$ cat src/rtl/vram_pkg.sv
// Shared definitions for the VRAM blitter/arbiter: FSM encoding, screen geometry,
// pixel width and the default transparent key colour.
package vram_pkg;

  typedef enum logic [1:0] {
    ST_IDLE  = 2'd0,
    ST_FETCH = 2'd1,
    ST_WRITE = 2'd2,
    ST_FIN   = 2'd3
  } blit_state_t;

  localparam int SCREEN_W_DEF = 512;
  localparam int SCREEN_H_DEF = 480;
  localparam int PIX_W        = 12;
  localparam logic [PIX_W-1:0] KEY_COLOR_DEF = 12'hF0F;

endpackage

$ cat src/rtl/blit_addr_gen.sv
// Pixel walker for one blit: col/row counters, source pointer, destination
// pointer, clip flags and last-pixel flag, all advanced incrementally.
module blit_addr_gen
  import vram_pkg::*;
#(
  parameter int SRC_AW   = 17,
  parameter int VRAM_AW  = 18,
  parameter int SCREEN_W = SCREEN_W_DEF,
  parameter int SCREEN_H = SCREEN_H_DEF
) (
  input  logic               clk,
  input  logic               rst,
  input  logic               i_start,
  input  logic               i_advance,
  input  logic [SRC_AW-1:0]  i_src_base,
  input  logic [9:0]         i_w,
  input  logic [8:0]         i_h,
  input  logic [9:0]         i_x,
  input  logic [8:0]         i_y,
  output logic [SRC_AW-1:0]  o_src_addr,
  output logic [VRAM_AW-1:0] o_dst_addr,
  output logic               o_clip,
  output logic               o_last
);

  logic [9:0]         r_w;
  logic [8:0]         r_h;
  logic [9:0]         r_x;
  logic [9:0]         r_col;
  logic [8:0]         r_row;
  logic [SRC_AW-1:0]  r_src_ptr;
  logic [VRAM_AW-1:0] r_dst_row;
  logic [VRAM_AW-1:0] r_dst_ptr;
  logic [10:0]        r_xs;
  logic [9:0]         r_ys;

  logic               w_col_end;
  logic               w_row_end;
  logic [VRAM_AW-1:0] w_dst_start;
  logic [VRAM_AW-1:0] w_dst_next_row;

  assign w_col_end      = (r_col == (r_w - 10'd1));
  assign w_row_end      = (r_row == (r_h - 9'd1));
  // The only multiply happens once per command, never per pixel.
  assign w_dst_start    = VRAM_AW'(i_y) * VRAM_AW'(SCREEN_W) + VRAM_AW'(i_x);
  assign w_dst_next_row = r_dst_row + VRAM_AW'(SCREEN_W);

  always_ff @(posedge clk or posedge rst) begin
    if (rst) begin
      r_w       <= '0;
      r_h       <= '0;
      r_x       <= '0;
      r_col     <= '0;
      r_row     <= '0;
      r_src_ptr <= '0;
      r_dst_row <= '0;
      r_dst_ptr <= '0;
      r_xs      <= '0;
      r_ys      <= '0;
    end else if (i_start) begin
      r_w       <= i_w;
      r_h       <= i_h;
      r_x       <= i_x;
      r_col     <= '0;
      r_row     <= '0;
      r_src_ptr <= i_src_base;
      r_dst_row <= w_dst_start;
      r_dst_ptr <= w_dst_start;
      r_xs      <= {1'b0, i_x};
      r_ys      <= {1'b0, i_y};
    end else if (i_advance) begin
      r_src_ptr <= r_src_ptr + 1'b1;
      if (w_col_end) begin
        r_col     <= '0;
        r_row     <= r_row + 9'd1;
        r_dst_row <= w_dst_next_row;
        r_dst_ptr <= w_dst_next_row;
        r_xs      <= {1'b0, r_x};
        r_ys      <= r_ys + 10'd1;
      end else begin
        r_col     <= r_col + 10'd1;
        r_dst_ptr <= r_dst_ptr + 1'b1;
        r_xs      <= r_xs + 11'd1;
      end
    end
  end

  assign o_src_addr = r_src_ptr;
  assign o_dst_addr = r_dst_ptr;
  // Sums are one bit wider than the coordinates, so the compare cannot wrap.
  assign o_clip     = (r_xs >= 11'(SCREEN_W)) || (r_ys >= 10'(SCREEN_H));
  assign o_last     = w_col_end && w_row_end;

endmodule

$ cat src/rtl/vram_blit_arbiter.sv
// Rectangle blitter from picture ROM to VRAM with absolute-priority CPU writes.
// Optional BLIT_TRANSPARENT_EN: source pixels equal to KEY_COLOR are skipped.
module vram_blit_arbiter
  import vram_pkg::*;
#(
  parameter int SRC_AW   = 17,
  parameter int VRAM_AW  = 18,
  parameter int SCREEN_W = SCREEN_W_DEF,
  parameter int SCREEN_H = SCREEN_H_DEF,
  parameter logic [PIX_W-1:0] KEY_COLOR = KEY_COLOR_DEF
) (
  input  logic               clk,
  input  logic               rst,
  input  logic               cmd_valid,
  output logic               cmd_ready,
  input  logic [SRC_AW-1:0]  cmd_src_base,
  input  logic [9:0]         cmd_w,
  input  logic [8:0]         cmd_h,
  input  logic [9:0]         cmd_x,
  input  logic [8:0]         cmd_y,
  output logic               busy,
  output logic               done,
  output logic [SRC_AW-1:0]  src_addr,
  input  logic [PIX_W-1:0]   src_data,
  input  logic               cpu_we,
  input  logic [VRAM_AW-1:0] cpu_addr,
  input  logic [PIX_W-1:0]   cpu_data,
  output logic               vram_we,
  output logic [VRAM_AW-1:0] vram_addr,
  output logic [PIX_W-1:0]   vram_data
);

  // Command handshake: a command transfers on a cycle with cmd_valid && cmd_ready;
  // cmd_ready is high only in IDLE, so cmd_* are ignored while busy.
  blit_state_t        r_state;
  blit_state_t        w_next;
  logic               w_start;
  logic               w_advance;
  logic               w_empty;
  logic               w_clip;
  logic               w_last;
  logic               w_key;
  logic               w_blit_we;
  logic [VRAM_AW-1:0] w_dst_addr;

  assign w_start   = (r_state == ST_IDLE) && cmd_valid;
  assign w_advance = (r_state == ST_WRITE) && !cpu_we;
  assign w_empty   = (cmd_w == 10'd0) || (cmd_h == 9'd0);

`ifdef BLIT_TRANSPARENT_EN
  assign w_key = (src_data == KEY_COLOR);
`else
  logic w_unused_key;
  assign w_unused_key = ^KEY_COLOR;
  assign w_key        = 1'b0;
`endif

  blit_addr_gen #(
    .SRC_AW   (SRC_AW),
    .VRAM_AW  (VRAM_AW),
    .SCREEN_W (SCREEN_W),
    .SCREEN_H (SCREEN_H)
  ) u_addr_gen (
    .clk        (clk),
    .rst        (rst),
    .i_start    (w_start),
    .i_advance  (w_advance),
    .i_src_base (cmd_src_base),
    .i_w        (cmd_w),
    .i_h        (cmd_h),
    .i_x        (cmd_x),
    .i_y        (cmd_y),
    .o_src_addr (src_addr),
    .o_dst_addr (w_dst_addr),
    .o_clip     (w_clip),
    .o_last     (w_last)
  );

  always_ff @(posedge clk or posedge rst) begin
    if (rst) r_state <= ST_IDLE;
    else     r_state <= w_next;
  end

  always_comb begin
    w_next = r_state;
    case (r_state)
      ST_IDLE:  if (cmd_valid) w_next = w_empty ? ST_FIN : ST_FETCH;
      ST_FETCH: w_next = ST_WRITE;
      ST_WRITE: if (!cpu_we) w_next = w_last ? ST_FIN : ST_FETCH;
      ST_FIN:   w_next = ST_IDLE;
      default:  w_next = ST_IDLE;
    endcase
  end

  // A clipped or transparent pixel still spends its WRITE slot, it just writes nothing.
  assign w_blit_we = (r_state == ST_WRITE) && !cpu_we && !w_clip && !w_key;

  always_comb begin
    cmd_ready = (r_state == ST_IDLE);
    busy      = (r_state != ST_IDLE);
    done      = (r_state == ST_FIN);
    vram_we   = 1'b0;
    vram_addr = '0;
    vram_data = '0;
    if (cpu_we) begin
      vram_we   = 1'b1;
      vram_addr = cpu_addr;
      vram_data = cpu_data;
    end else if (w_blit_we) begin
      vram_we   = 1'b1;
      vram_addr = w_dst_addr;
      vram_data = src_data;
    end
  end

endmodule
$ cat config.mk
export PLATFORM = sky130hd
export DESIGN_NAME = vram_blit_arbiter
export DESIGN_NICKNAME = d
export VERILOG_FILES = /design/src/rtl/vram_pkg.sv /design/src/rtl/blit_addr_gen.sv /design/src/rtl/vram_blit_arbiter.sv
export SDC_FILE = /design/constraint.sdc
export NUM_CORES = 1
export LEC_CHECK = 0
export BUFFER_PORTS_ARGS = -buffer_cell sky130_fd_sc_hd__buf_2
export CAP_MARGIN = 10
export CORE_MARGIN = 2
export CORE_UTILIZATION = 35
export DETAILED_ROUTE_END_ITERATION = 10
export SYNTH_ARGS = -nofsm -noshare
export SYNTH_HDL_FRONTEND = slang
export SYNTH_SLANG_ARGS = --single-unit
$ cat constraint.sdc
create_clock -name clk -period 8.2 [get_ports clk]
set_input_delay 1.64 -clock clk [delete_from_list [all_inputs] [get_ports clk]]
set_output_delay 1.64 -clock clk [all_outputs]
set_load 0.01 [all_outputs]
=== Word-level counts from Yosys, hierarchy flattened ===
Cells that the tools add are included.

* Add/sub/neg operators: 10
* $lt $le $gt $ge: 2
* Equal/unequal tests: 7
* Muxes and demuxes: 31
* Reduce and logical (&&, ||, !) cells: 16

{| class="wikitable"
|+ Operator list
! cell !! number
|-
| 18-bit two-way mux || 8
|-
| 10-bit two-way mux || 6
|-
| 17-bit two-way mux || 2
|-
| 11-bit two-way mux || 3
|-
| 9-bit two-way mux || 3
|-
| 12-bit two-way mux || 2
|-
| 10-bit by 1-bit adder with 10-bit output (second input constant) || 2
|-
| 18-bit by 1-bit adder with 18-bit output (second input constant) || 1
|-
| 18-bit by 10-bit adder with 18-bit output || 1
|-
| 18-bit by 10-bit adder with 18-bit output (second input constant) || 1
|-
| 17-bit by 1-bit adder with 17-bit output (second input constant) || 1
|-
| 11-bit by 1-bit adder with 11-bit output (second input constant) || 1
|-
| 11-bit by 10-bit >= comparator with 1-bit output (second input constant) || 1
|-
| 10-bit == test || 1
|-
| 10-bit by 9-bit >= comparator with 1-bit output (second input constant) || 1
|-
| 10-bit logical NOT || 1
|-
| 10-bit by 1-bit subtractor with 10-bit output (second input constant) || 1
|-
| 9-bit by 1-bit adder with 9-bit output (second input constant) || 1
|-
| 9-bit == test || 1
|-
| 9-bit logical NOT || 1
|-
| 9-bit by 1-bit subtractor with 9-bit output (second input constant) || 1
|-
| 2-bit two-way mux || 4
|-
| 2-bit one-hot mux with 4 select lines || 1
|-
| 2-bit nonzero test || 3
|-
| other kinds (9) || 18
|}

* Register bits: 124
* Input port bits: 101
* Output and inout bits: 51
* Logic and storage cells: 77

=== Longest topological paths before layout ===
Gate-level depths: netlist (run 1).

* Depth after elaboration: 6
* Mapped depth: 11
* Mapped depth without buffers: 9

=== Modules after synthesis ===
A second synthesis (run 1) with hierarchy kept.

* Cells, all modules: 865
* Area total of the unflattened synthesis: 7651.1 µm²

{| class="wikitable"
|+ By module, submodules not included
! module !! instances !! cells each !! area each (µm²) !! sequential area each (µm²)
|-
| blit_addr_gen || 1 || 808 || 7178.1 || 3052.9
|-
| vram_blit_arbiter || 1 || 57 || 473.0 || 50.0
|}

=== Worst setup path before layout (run 1) ===
OpenSTA, ideal clock, no wires.

* Path kind: input -> output
* Start point: in cpu_we
* End point: out vram_addr[0]
* Arrival: 3034 ps
* Data required time: 6560 ps
* Setup slack: 3526 ps
* Stages on the path: 7
* Path buffers: 3
* Cells stage by stage: clkbuf_1 > a211o_1 > nor2_1 > and3_1 > clkbuf_1 > clkbuf_1 > a22o_1

* Word-level cells in the longest chain between the ends: 5

{| class="wikitable"
|+ Ends and longest elaborated chain
! item !! RTL line !! source
|-
| from (decl) || vram_blit_arbiter.sv:25 || <nowiki>input logic cpu_we,</nowiki>
|-
| 1-bit logical NOT || vram_blit_arbiter.sv:96 || <nowiki>assign w_blit_we = (r_state == ST_WRITE) && !cpu_we && !w_clip && !w_key;</nowiki>
|-
| 1-bit logical AND (2 in a row) || vram_blit_arbiter.sv:96 ||
|-
| 18-bit two-way mux || vram_blit_arbiter.sv:109 || <nowiki>end else if (w_blit_we) begin</nowiki>
|-
| 18-bit two-way mux (*) || vram_blit_arbiter.sv:105 || <nowiki>if (cpu_we) begin</nowiki>
|-
| to (decl) || vram_blit_arbiter.sv:29 || <nowiki>output logic [VRAM_AW-1:0] vram_addr,</nowiki>
|}

Mark *: on every way between the ends. The rest lies on a longest branch, timed or not.

=== Worst setup path after layout (run 1) ===
* Start point: in cpu_we
* End point: out vram_data[7]

* Word-level cells in the longest chain between the ends: 5

{| class="wikitable"
|+ Ends and longest elaborated chain
! item !! RTL line !! source
|-
| 1-bit logical NOT || vram_blit_arbiter.sv:96 ||
|-
| 1-bit logical AND (2 in a row) || vram_blit_arbiter.sv:96 ||
|-
| 12-bit two-way mux || vram_blit_arbiter.sv:109 ||
|-
| 12-bit two-way mux (*) || vram_blit_arbiter.sv:105 ||
|-
| to (decl) || vram_blit_arbiter.sv:30 || <nowiki>output logic [PIX_W-1:0] vram_data</nowiki>
|}

Marked as above.

==> qor.yml, run 1 <==
maxCapViolations: 0
synth-edff-count: 0
core_sq_mm: 0.0210
fin_skew_ps: 10.2
die_w_um: 150
yosysUniqueCellTypes: 55
critPathMaxFanout: 33
routed_wl_um: 21200
switchingPower_uw: 1360
r2r-start: "u_addr_gen.r_w[0]$_DFFE_PP0P_"
startpoint_type: "input port"
cts_tree: "done"
antennaDiodeCount: 0
layout_setup_ws_ps: 2510
grt_pass1_vias: 6567
cts_buffers: 17
drt-wirelength-per-cell_um: 16.1
min_period_over_period: 0.693
max_freq_mhz: 176
setup_viol: 0
path_class: "in2out"
hold_violations: 0
layout_common_cells: "nand2_1 (189), buf_2 (151), dfrtp_1 (124), nor2_1 (79), o21ai_0 (62)"
finalMaxSlewViolations: 0
drive_gt1_frac: 0.201
crit_arrival_ps: 4050
synth.avg_cell_area_sq_um: 8.33
drtIter0Drc: 419
ys_warn_count: 0
cts_root_buffer: "clkbuf_16"
end_kind: "primary output"
critPathLaunch: "cpu_we"
grt_remaining_overflow: 0
wl_met3_um: 987
syn_area_sq_mm: 0.00750
synthCells: 901
die_y_um: 150
avgViaCountPerCell: 5.31
fin_nets: 1145
yosysSeqAreaShare: 0.414
num_io_pins: 152
clock_power_share: 0.236
postRouteAntennaNets: 0
cp_common_cell: "buf_2"
area_growth_pct: 21.3
synthArstFlopShare: 1.00
grt_pass1_wl_um: 34200
rows: 53
hold_start: "u_addr_gen.r_dst_row[7]$_DFFE_PP0P_"
insertion_delay_ps: 420
critical-path-max-stage-delay_ps: 980
cp.required_ps: 6560
leakagePower_uw: 0.00419
share_seq_of_total_power: 0.357
htreeDepth: 4
start_util: 0.357
synth_nets: 1014
powerDensity_mw_per_mm2: 362
post_cts_buffers: 0
rsz0062_at_grt: "false"
period_needed_ps: 5690
gp_congestion: 0.798
fin_tns_setup_ps: 0
vdd_drop_max_v: 0.000130
slew-limit-headroom: 0.195
synthFlopType: "dfrtp_1"
outcome: "complete, no violations"
die-area_sq_mm: 0.0226
synth-seq-cells: 124
cts_resized: 0
grt_max_degree: 100
hold_path.class: "reg2reg"
path_cells: "buf_2, a211o_2, nor2_1, buf_4, and3_1, a22o_1, buf_2"
cts_sinks: 124
final_common_cell: "nand2_1"
drc: 0
intPower_uw: 1940
pwr-share-comb: 0.407
route.top_layer_used: "met4"
worst_pin_slew_ps: 1210
holdBufCountCts: 0
dpl_worst_slack_ps: 2510
ctsLongestPathBuffers: 2
swShare: 0.412
wl_met1_um: 10000
drt_first_pass_iters: 5
antenna_found_initial: 0
dr_total_vias: 7015
grt_usage: 0.191
io_buffers: 151
wl_met2_um: 9990
dp_hpwl_um: 14100
clk_pin_slew_ps: 50
fillCellCount: 2098
cpMaxStageDelayCell: "and3_1"
[path summary, 6_finish.rpt]
check,endpoint,slack (ps),depth (start not counted)
min in group asynchronous,u_addr_gen.r_w[1]$_DFFE_PP0P_,1340,2
setup reg to reg,u_addr_gen.o_dst_addr[10]$_DFFE_PP0P_,4840,11
hold / removal,u_addr_gen.r_dst_row[7]$_DFFE_PP0P_,470,2
max in group asynchronous,u_addr_gen.o_src_addr[5]$_DFFE_PP0P_,5490,3
setup / recovery,vram_data[7],2510,7
hold reg to reg,u_addr_gen.r_dst_row[7]$_DFFE_PP0P_,470,2
[layout make-up]
type / instances / area, sq um / area share
clock inverters: 6 / 108 / 0.0118
well taps: 275 / 344 / 0.0378
multi-input cells: 707 / 4120 / 0.453
inverters: 17 / 66.3 / 0.00729
clock buffers: 26 / 499 / 0.0549
flip-flops and latches: 124 / 3100 / 0.341
repair buffers: 165 / 861 / 0.0946
[routing by layer]
metal	GRT usage	up-vias
li1	-	3471
met2	0.307	168
met1	0.266	3358
met5	0	-
met3	0.0397	18
met4	0.0439	0
[critical path, delay by kind of cell]
kind                   cells  cell delay [ps]
AO/OA/AOI/OAI              2              670
buffers and inverters      3              640
AND/OR/NAND/NOR            2             1070
[synthesized netlist by cell type (all sizes together), types with 12 or more instances]
cell type / instances / share of area
nand4: 12 / 0.010
o21ai: 63 / 0.042
ha: 12 / 0.020
clkbuf: 37 / 0.019
mux2i: 12 / 0.016
a21oi: 36 / 0.024
a22o: 35 / 0.041
nor3: 18 / 0.012
and3: 16 / 0.013
xnor2: 45 / 0.053
xor2: 17 / 0.020
inv: 17 / 0.0085
buf: 16 / 0.012
nor4: 14 / 0.013
nand3: 39 / 0.026
dfrtp: 124 / 0.41
a31oi: 13 / 0.011
nor2: 80 / 0.040
nand2: 190 / 0.095
[sequential cells by signal (all words and copies together), names as in the netlist]
name,cells
u_addr_gen.r_ys,10
u_addr_gen.o_src_addr,17
u_addr_gen.r_h,9
u_addr_gen.o_dst_addr,18
u_addr_gen.r_col,10
u_addr_gen.r_x,10
u_addr_gen.r_w,10
r_state,2
u_addr_gen.r_dst_row,18
u_addr_gen.r_row,9
u_addr_gen.r_xs,11
[per-stage QoR]
step	power [uW]	std cells	instance area, sq um	hold slack [ps]	utilization
3_5_place_dp	2520	1288	8490	462	0.404
5_1_grt	3560	1320	9100	493	0.433
6_report	3300	1320	9100	474	0.433
2_1_floorplan	2100	901	7500	441	-
3_3_place_gp	2500	1288	8490	455	0.404
4_1_cts	3320	1320	9100	477	0.433
[cells by family after synthesis]
logic type | after synthesis | synth area share
buffers and inverters | 70 | 0.0385
muxes | 13 | 0.0175
AOI/OAI and AO/OA | 214 | 0.194
DFF | 124 | 0.414
xor gates and xnor gates | 62 | 0.0724
and+or+nand+nor | 406 | 0.244
adders and majority gates | 12 | 0.0200
[power groups by stage]
stage                     registers, uW  logic [uW]  clock network (uW)
after floorplan                    1110         987                   0
after global placement             1180        1320                   0
after detailed placement           1180        1340                   0
after CTS                          1170        1350                 792
after global routing               1220        1520                 822
final                              1180        1340                 778
Power figures use the tool's default switching activity.
==> run 2: changes to the inputs <==
==> constraint.sdc (replaced) <==
create_clock -name clk -period 5.5 [get_ports clk]
set_input_delay 1.1 -clock clk [delete_from_list [all_inputs] [get_ports clk]]
set_output_delay 1.1 -clock clk [all_outputs]
set_load 0.01 [all_outputs]
==> qor.yml, run 2 (synthesis results as in run 1) <==
setup_viol: 0  # unchanged
slew-limit-headroom: 0.225  # +0.0296
r2r_setup_slack_ps: 2040  # -2800 ps
cp.required_ps: 4400  # -2160 ps
cpMaxStageDelayCell: "and3_1"
fillCellCount: 2099  # +0.048%
worst_pin_slew_ps: 1160  # -44.4 ps
cp_top_family: "buffers and inverters"
drt_first_pass_iters: 4  # -1
final_common_cell: "nand2_1"
r2r_end: "u_addr_gen.o_dst_addr[2]$_DFFE_PP0P_"
fin_skew_ps: 7.85  # -2.33 ps
vdd_drop_max_v: 0.000219  # +69%
finalNonFillerCells: 1321  # +0.076%
maxCapViolations: 0  # unchanged
path_cells: "buf_2, nor2_1, a211o_2, nor2_1, buf_4, and3_1, buf_16, a22o_1, buf_2"
critPathLaunch: "cmd_valid"
cp_num_cells: 9  # +2
powerDensity_mw_per_mm2: 542  # +50%
post_cts_buffers: 0  # unchanged
io_buffers: 151  # unchanged
post_dp_cell_area_sq_mm: 0.00849  # unchanged
die-area_sq_mm: 0.0226  # unchanged
postRouteAntennaNets: 0  # unchanged
final_util: 0.435  # +0.00226
min_period_over_period: 0.733
drtIter0Drc: 458  # +9.3%
drc: 0  # unchanged
insertion_delay_ps: 420  # about the same
dp_hpwl_um: 14100  # about the same
antennaDiodeCount: 0  # unchanged
period_needed_ps: 4030
grt_max_degree: 100  # unchanged
outcome: "complete, no violations"
gp_congestion: 0.807  # +1.2%
finalMaxSlewViolations: 0  # unchanged
leakagePower_uw: 0.00420  # +0.39%
layout_common_cells: "nand2_1 (189), buf_2 (151), dfrtp_1 (124), nor2_1 (79), o21ai_0 (62)"
grt_remaining_overflow: 0  # unchanged
antenna_found_initial: 0  # unchanged
grt_pass1_wl_um: 33700  # -1.6%
worst-path-buf-inv: 4  # +1
num_io_pins: 152  # unchanged
cts_resized: 0  # unchanged
rows: 53  # unchanged
report.power.total_uw: 4960  # +51%
clk_pin_slew_ps: 60  # about the same
crit_arrival_ps: 2930  # -1120 ps
max_freq_mhz: 248
critical_path.endpoint: "vram_addr[12]"
die_y_um: 150  # unchanged
reg2regPathDepth: 8  # -3
end_kind: "primary output"
ctsLongestPathBuffers: 2  # unchanged
start_util: 0.357  # unchanged
critPathMaxFanout: 23  # -30%
path_class: "in2out"
dr_total_vias: 6973  # -0.60%
cts_buffers: 17  # unchanged
drt-wirelength-per-cell_um: 16.1  # -0.17%
rsz0062_at_grt: "false"
startpoint_type: "input port"
grt_pass1_vias: 6542  # -0.38%
r2r-start: "u_addr_gen.r_w[0]$_DFFE_PP0P_"
fin_nets: 1146  # +0.087%
die_w_um: 150  # unchanged
holdBufCountCts: 0  # unchanged
cts_sinks: 124  # unchanged
avgViaCountPerCell: 5.28  # -0.67%
cts_root_buffer: "clkbuf_16"
fin_tns_setup_ps: 0  # unchanged
placed_cells: 1288  # unchanged
cts_tree: "done"
hold_violations: 0  # unchanged
hold_path.class: "reg2reg"
core_sq_mm: 0.0210  # unchanged
drive_gt1_frac: 0.205  # +0.00363
critical-path-max-stage-delay_ps: 520  # -460 ps
grt_usage: 0.189  # -0.00203
htreeDepth: 4  # unchanged
fin_area_sq_mm: 0.00915  # +0.52%
area_growth_pct: 21.9
routed_wl_um: 21200  # about the same
==> run 2: worst min-delay path by stage <==
| stage | cells past startpoint | start | slack [ps] | endpoint |
|---|---|---|---|---|
| 3_5_place_dp | 2 | u_addr_gen.r_dst_row[0]$_DFFE_PP0P_ | 460 | u_addr_gen.r_dst_row[0]$_DFFE_PP0P_ |
| 5_1_grt | 2 | u_addr_gen.r_x[7]$_DFFE_PP0P_ | 490 | u_addr_gen.r_x[7]$_DFFE_PP0P_ |
| 3_3_place_gp | 2 | u_addr_gen.r_dst_row[0]$_DFFE_PP0P_ | 450 | u_addr_gen.r_dst_row[0]$_DFFE_PP0P_ |
| 4_1_cts | 2 | u_addr_gen.r_dst_row[0]$_DFFE_PP0P_ | 480 | u_addr_gen.r_dst_row[0]$_DFFE_PP0P_ |
| 2_1_floorplan | 2 | u_addr_gen.r_dst_row[0]$_DFFE_PP0P_ | 440 | u_addr_gen.r_dst_row[0]$_DFFE_PP0P_ |
| 6_report | 2 | u_addr_gen.r_dst_row[0]$_DFFE_PP0P_ | 470 | u_addr_gen.r_dst_row[0]$_DFFE_PP0P_ |
==> run 2: layout make-up <==
| class | count | area [sq um] | area share |
|---|---|---|---|
| multi-input cells | 707 | 4120 | 0.450 |
| flip-flops and latches | 124 | 3100 | 0.339 |
| clock inverters | 11 | 166 | 0.0182 |
| clock buffers | 21 | 460 | 0.0503 |
| repair buffers | 166 | 888 | 0.0971 |
| inverters | 17 | 66.3 | 0.00725 |
| well taps | 275 | 344 | 0.0376 |
==> run 2: through the flow <==
step           setup WS, ps  hold WS [ps]
6_report               1470           472
5_1_grt                1300           492
4_1_cts                1090           475
3_5_place_dp           1100           463
3_3_place_gp           1170           455
2_1_floorplan          1100           441
==> run 2: metal layers <==
metal / up-vias / wire length [um] / GRT usage
met5: - / 0 / 0
met4: 0 / 211 / 0.0637
met3: 15 / 1000 / 0.0376
met2: 164 / 10000 / 0.301
met1: 3324 / 9960 / 0.258
li1: 3470 / - / -
==> run 2: where the power goes <==
group	switching (uW)	internal, uW
clock	420	780
sequential	450	1300
combinational	1170	839
total	2040	2920
==> run 2: tightest hold or removal path: cells and delay by family, from the launching register on <==
family	cells	cell delay [ps]
simple gates	2	110
flops	1	330
